$ cat src/rtl/vdp_bus_bridge.sv
// rtl/vdp_bus_bridge.sv - CPU request queue and access sequencer in front of a VDP port
//
// Accepts CPU read/write requests into a small FIFO and plays them out one at a
// time onto the VDP's mode/strobe/data pins. VRAM (mode 10) accesses are followed
// by an idle gap so the VDP's VRAM slot can complete before the next access.
//
// Ports:
//   clk, reset                          clock, synchronous active-high reset
//   req_valid/req_ready                 request handshake (req_ready is combinational)
//   req_write, req_mode, req_data       request fields: direction, VDP mode, write data
//   rsp_valid, rsp_data                 one-cycle read response pulse and held read data
//   busy                                queue non-empty or sequencer active (combinational)
//   vdp_mode, vdp_read, vdp_write       registered VDP control outputs
//   vdp_data_in                         registered write data to the VDP
//   vdp_data_out                        read data from the VDP
module vdp_bus_bridge #(
    parameter int FIFO_DEPTH    = 4,
    parameter int STROBE_CYCLES = 2,
    parameter int VRAM_GAP      = 18
) (
    input  logic       clk,
    input  logic       reset,
    input  logic       req_valid,
    output logic       req_ready,
    input  logic       req_write,
    input  logic [1:0] req_mode,
    input  logic [7:0] req_data,
    output logic       rsp_valid,
    output logic [7:0] rsp_data,
    output logic       busy,
    output logic [1:0] vdp_mode,
    output logic       vdp_read,
    output logic       vdp_write,
    output logic [7:0] vdp_data_in,
    input  logic [7:0] vdp_data_out
);

    localparam int PTR_W = $clog2(FIFO_DEPTH);
    localparam int CNT_W = 16;

    typedef enum logic [2:0] {
        S_IDLE,
        S_SETUP,
        S_STROBE,
        S_HOLD,
        S_GAP
    } state_t;

    state_t state, next_state;

    // Request FIFO: entry = {write, mode[1:0], data[7:0]}
    logic [10:0]      fifo_mem [FIFO_DEPTH];
    logic [PTR_W-1:0] wr_ptr;
    logic [PTR_W-1:0] rd_ptr;
    logic [PTR_W:0]   count;
    logic [10:0]      head;
    logic             push;
    logic             pop;

    // Operation currently being sequenced
    logic       op_write;
    logic [1:0] op_mode;
    logic [7:0] op_data;

    // Cycles spent in the current state; cleared on every state change
    logic [CNT_W-1:0] cnt;

    assign req_ready = !reset && (count != (PTR_W+1)'(FIFO_DEPTH));
    assign push      = req_valid && req_ready;
    assign pop       = (state == S_IDLE) && (count != '0);
    assign head      = fifo_mem[rd_ptr];
    assign busy      = (count != '0) || (state != S_IDLE);

    always_ff @(posedge clk) begin
        if (push) begin
            fifo_mem[wr_ptr] <= {req_write, req_mode, req_data};
        end
    end

    always_ff @(posedge clk) begin
        if (reset) begin
            wr_ptr <= '0;
            rd_ptr <= '0;
            count  <= '0;
        end else begin
            if (push) begin
                wr_ptr <= wr_ptr + 1'b1;
            end
            if (pop) begin
                rd_ptr <= rd_ptr + 1'b1;
            end
            case ({push, pop})
                2'b10:   count <= count + 1'b1;
                2'b01:   count <= count - 1'b1;
                default: count <= count;
            endcase
        end
    end

    always_ff @(posedge clk) begin
        if (reset) begin
            state <= S_IDLE;
            cnt   <= '0;
        end else begin
            state <= next_state;
            cnt   <= (next_state != state) ? '0 : cnt + 1'b1;
        end
    end

    always_comb begin
        next_state = state;
        case (state)
            S_IDLE: begin
                if (count != '0) begin
                    next_state = S_SETUP;
                end
            end
            S_SETUP: begin
                next_state = S_STROBE;
            end
            S_STROBE: begin
                if (cnt == CNT_W'(STROBE_CYCLES - 1)) begin
                    next_state = S_HOLD;
                end
            end
            S_HOLD: begin
                if ((op_mode == 2'b10) && (VRAM_GAP > 0)) begin
                    next_state = S_GAP;
                end else begin
                    next_state = S_IDLE;
                end
            end
            S_GAP: begin
                if (cnt == CNT_W'(VRAM_GAP - 1)) begin
                    next_state = S_IDLE;
                end
            end
            default: next_state = S_IDLE;
        endcase
    end

    // Outputs are registered from next_state so each pin changes on the same
    // edge the sequencer enters the corresponding state. Mode and data are
    // loaded at pop time so they are already valid throughout SETUP, and they
    // are only ever reloaded by the next pop, which keeps them stable across
    // HOLD, GAP and IDLE.
    always_ff @(posedge clk) begin
        if (reset) begin
            op_write    <= 1'b0;
            op_mode     <= 2'b00;
            op_data     <= 8'h00;
            vdp_mode    <= 2'b00;
            vdp_data_in <= 8'h00;
            vdp_read    <= 1'b0;
            vdp_write   <= 1'b0;
            rsp_valid   <= 1'b0;
            rsp_data    <= 8'h00;
        end else begin
            if (pop) begin
                op_write    <= head[10];
                op_mode     <= head[9:8];
                op_data     <= head[7:0];
                vdp_mode    <= head[9:8];
                vdp_data_in <= head[7:0];
            end
            // Mode 11 is reserved: it walks through the states but never strobes.
            vdp_write <= (next_state == S_STROBE) && op_write && (op_mode != 2'b11);
            vdp_read  <= (next_state == S_STROBE) && !op_write && (op_mode != 2'b11);
            rsp_valid <= (next_state == S_HOLD) && !op_write;
            // Capture on the last strobe cycle, i.e. the edge leaving STROBE.
            if ((state == S_STROBE) && (next_state == S_HOLD) && !op_write) begin
                rsp_data <= (op_mode == 2'b11) ? 8'h00 : vdp_data_out;
            end
        end
    end

endmodule
$ cat config.mk
export PLATFORM = sky130hd
export DESIGN_NAME = vdp_bus_bridge
export DESIGN_NICKNAME = d
export VERILOG_FILES = /design/src/rtl/vdp_bus_bridge.sv
export SDC_FILE = /design/constraint.sdc
export NUM_CORES = 1
export LEC_CHECK = 0
export ABC_CLOCK_PERIOD_IN_PS = 2350
export CAP_MARGIN = 5
export CELL_PAD_IN_SITES_DETAIL_PLACEMENT = 2
export CELL_PAD_IN_SITES_GLOBAL_PLACEMENT = 2
export CORE_UTILIZATION = 34
export DETAILED_ROUTE_END_ITERATION = 8
export PLACE_DENSITY_LB_ADDON = 0.3
export RECOVER_POWER = 100
export SYNTH_ARGS = -nofsm -noshare
export SYNTH_HDL_FRONTEND = slang
export SYNTH_SLANG_ARGS = --single-unit
$ cat constraint.sdc
create_clock -name clk -period 2.35 [get_ports clk]
set_input_delay 0.235 -clock clk [delete_from_list [all_inputs] [get_ports clk]]
set_output_delay 0.235 -clock clk [all_outputs]
set_load 0.05 [all_outputs]
==> impl_results.md <==
* Final cell count without fillers at 500
* Net Count, Synth at 333
* Final layout net count at 389
* Worst hold path type: primary input to flip-flop
* RSZ-0062 raised after global routing: false
* Vias in the first global route at 2,676
* Post-CTS setup buffer count at 0
* Worst rel slew slack at 47.91%
* Ys flop type: dfxtp_1
* CTS tree: yes
* Worst clock skew at 14.37 ps
* Htree depth at 3
* Slew @ Worst Pin at 781.3 ps
* First-pass GRT wire length at 13.86 mm
* Routed len/inst at 16.89 um
* Die H at 106.9 um
* Routability cong. at 0.7213
* PortBufs at 44
* Endpoints failing setup at 0
* Min cycle time layout at 2154 ps
* CP Data Required Time at 2640 ps
* Total CTS buffers at 9
* Number of diodes at 0
* HP Start: vdp_data_out[2]
* Cells after DPL at 484
* Crit path capture type: flip-flop
* Sequential share of the synthesized area at 60.96%
* Max_cap viols at 0
* Final core occ at 43.35%
* Highest Clock Rate at 0.4642 GHz
* Die Wd at 106.9 um
* First drt pass iteration count at 4
* Setup TNS at 0 ps
* Top-Level Pins at 45
* Vias per cell at 5.010
* Hpwl dp at 5.846 mm
* Layout area overhead at 21.69%
* Final count of hold timing violations at 0
* Die area at 11,430 sq um
* Distinct cells, synth at 36
* Worst Hold Path EP: rsp_data[2]
* Layout cells sized above 1 at 12.09%
* Reg-to-reg setup timing slack at 200 ps
* Grt ovf at 0
* Worst Slack Setup Final at 195.9 ps
* Crit path DAT at 2440 ps
* Mapped Avg Cell Area at 12.36 sq um
* CP Max Fanout at 5
* Clk buf depth at 2
* FF-to-FF Start: state[1]
* Commonest non-fill, non-tap cells in the layout: dfxtp_1 (48), edfxtp_1 (44), nand2_1 (40), dlygate4sd3_1 (33), nor3_1 (24)
* Pre-CTS setup slack at 108.4 ps
* Clk_lat worst skew at 360 ps
* Ys Warns at 0
* Startpoint Class: flip-flop
* Pin count of the biggest net entering global routing at 34
* Post-CTS Hold Buffers at 0
* Root Buffer: clkbuf_8
* Antenna-violating nets left at 0
* FF+latch count, synth at 92
* Hold Crit Depth at 3
* Starting density of the core at 35.62%
* Power per standard cell area at 1042 nW/um^2
* Outcome: finished, final reports clean
* Final Cycle Share at 91.66%
* Ys async rst share at 0%
* Post-Syn Area at 3744 sq um
* FF-to-FF End: count[2]
* Leakage at 1.540 nW
* Reg2Reg Depth at 9
* Core area at 10,510 sq um
* Initial antenna violation count at 0
* Row count at 37
* Final WL at 8.446 mm
* GRT Overall Usage at 16.14%
* Clk slew on worst S/H paths at 100 ps
* Slew Viols, Final at 0
* Clock Sinks at 92
* Syn Inst Count at 303
* Remaining DRCs at 0
* # resized after CTS at 0
* Filler instances at 1,068
* Commonest non-fill, non-tap cell in the layout: dfxtp_1
* Initial DRC count at 37
* Peak supply drop at 0.3771 mV
* Crit Path Category: flip-flop to flip-flop
* Post-synth EDFFs at 44
* Vias at 2,505
cell usage after synthesis, types with 6 or more instances:
cell,number,area share (%)
nor2_1,14,1.4
nand2b_1,10,1.7
xnor2_1,15,3.5
clkbuf_1,6,0.60
a21oi_1,16,2.1
nor3_1,25,3.3
inv_1,12,1.2
ha_1,7,2.3
mux2i_1,8,2.1
dfxtp_1,48,26
edfxtp_1,44,35
nand2_1,40,4.0
mux4_2,11,6.6
nand3_1,6,0.80
per-stage QoR:
step	power (mW)	instance area, sq um	hold WS (ps)
finish	4.748	4556	423.5
global route	5.049	4556	405.4
CTS	4.947	4599	408.8
detailed placement	3.889	4405	450.0
global placement	3.816	4405	449.8
floorplan	3.232	3745	333.9
flip-flops by register name (all words and copies together) (netlist names):
name / cells
fifo_mem: 44
op_write: 1
op_mode: 2
vdp_data_in: 8
rsp_data: 8
cnt: 16
rd_ptr: 2
vdp_write: 1
count: 3
wr_ptr: 2
state: 3
vdp_read: 1
rsp_valid: 1
cell families (layout without fill, tap and decap cells):
| family | Yosys count | after routing | synth area share [%] |
|---|---|---|---|
| buffers and inverters | 25 | 86 | 2.807 |
| DFF | 92 | 92 | 60.96 |
| AOI/OAI and AO/OA | 22 | 22 | 3.710 |
| adders and majority gates | 8 | 8 | 2.874 |
| xor gates and xnor gates | 20 | 20 | 4.679 |
| and+or+nand+nor | 117 | 117 | 16.21 |
| muxes | 19 | 19 | 8.757 |
routing by layer:
metal	up-vias	GRT usage (%)	routed length, um
met5	-	0	0
met4	0	7.241	167
met3	13	2.492	189
met2	37	28.80	4468
met1	1264	19.08	3620
li1	1191	-	-
cell type report:
cell class	instances	area, sq um	area share (%)
Clock buffer	9	123.9	2.719
Clock inverter	7	70.07	1.538
Inverter	13	48.80	1.071
Multi-Input combinational cell	186	1350	29.63
Sequential cell	92	2282	50.10
Tap cell	136	170.2	3.735
Timing Repair Buffer	57	510.5	11.21
critical path, cell delays in order, from the launching register on:
cell,delay [ps]
dfxtp_1,390
nor3_2,280
nand2_1,130
clkinv_1,70
ha_1,170
inv_1,60
fa_1,370
xor2_1,160
or3_1,300
a21oi_1,140
where the power goes:
group          internal [mW]  switching (mW)  leakage (nW)
registers               1.87           0.148         0.789
clock network          0.412           0.622        0.0951
logic                  0.596            1.10         0.655
worst max-delay path by stage:
stage / start / to / slack [ps] / depth (start not counted)
finish: state[1] / count[2] / 200 / 9
global route: state[1] / count[2] / 70 / 9
CTS: count[2] / busy / 20 / 3
detailed placement: state[2] / count[2] / 110 / 9
global placement: reset / count[2] / 250 / 9
floorplan: state[2] / count[2] / 90 / 10
Power figures use the tool's default switching activity.
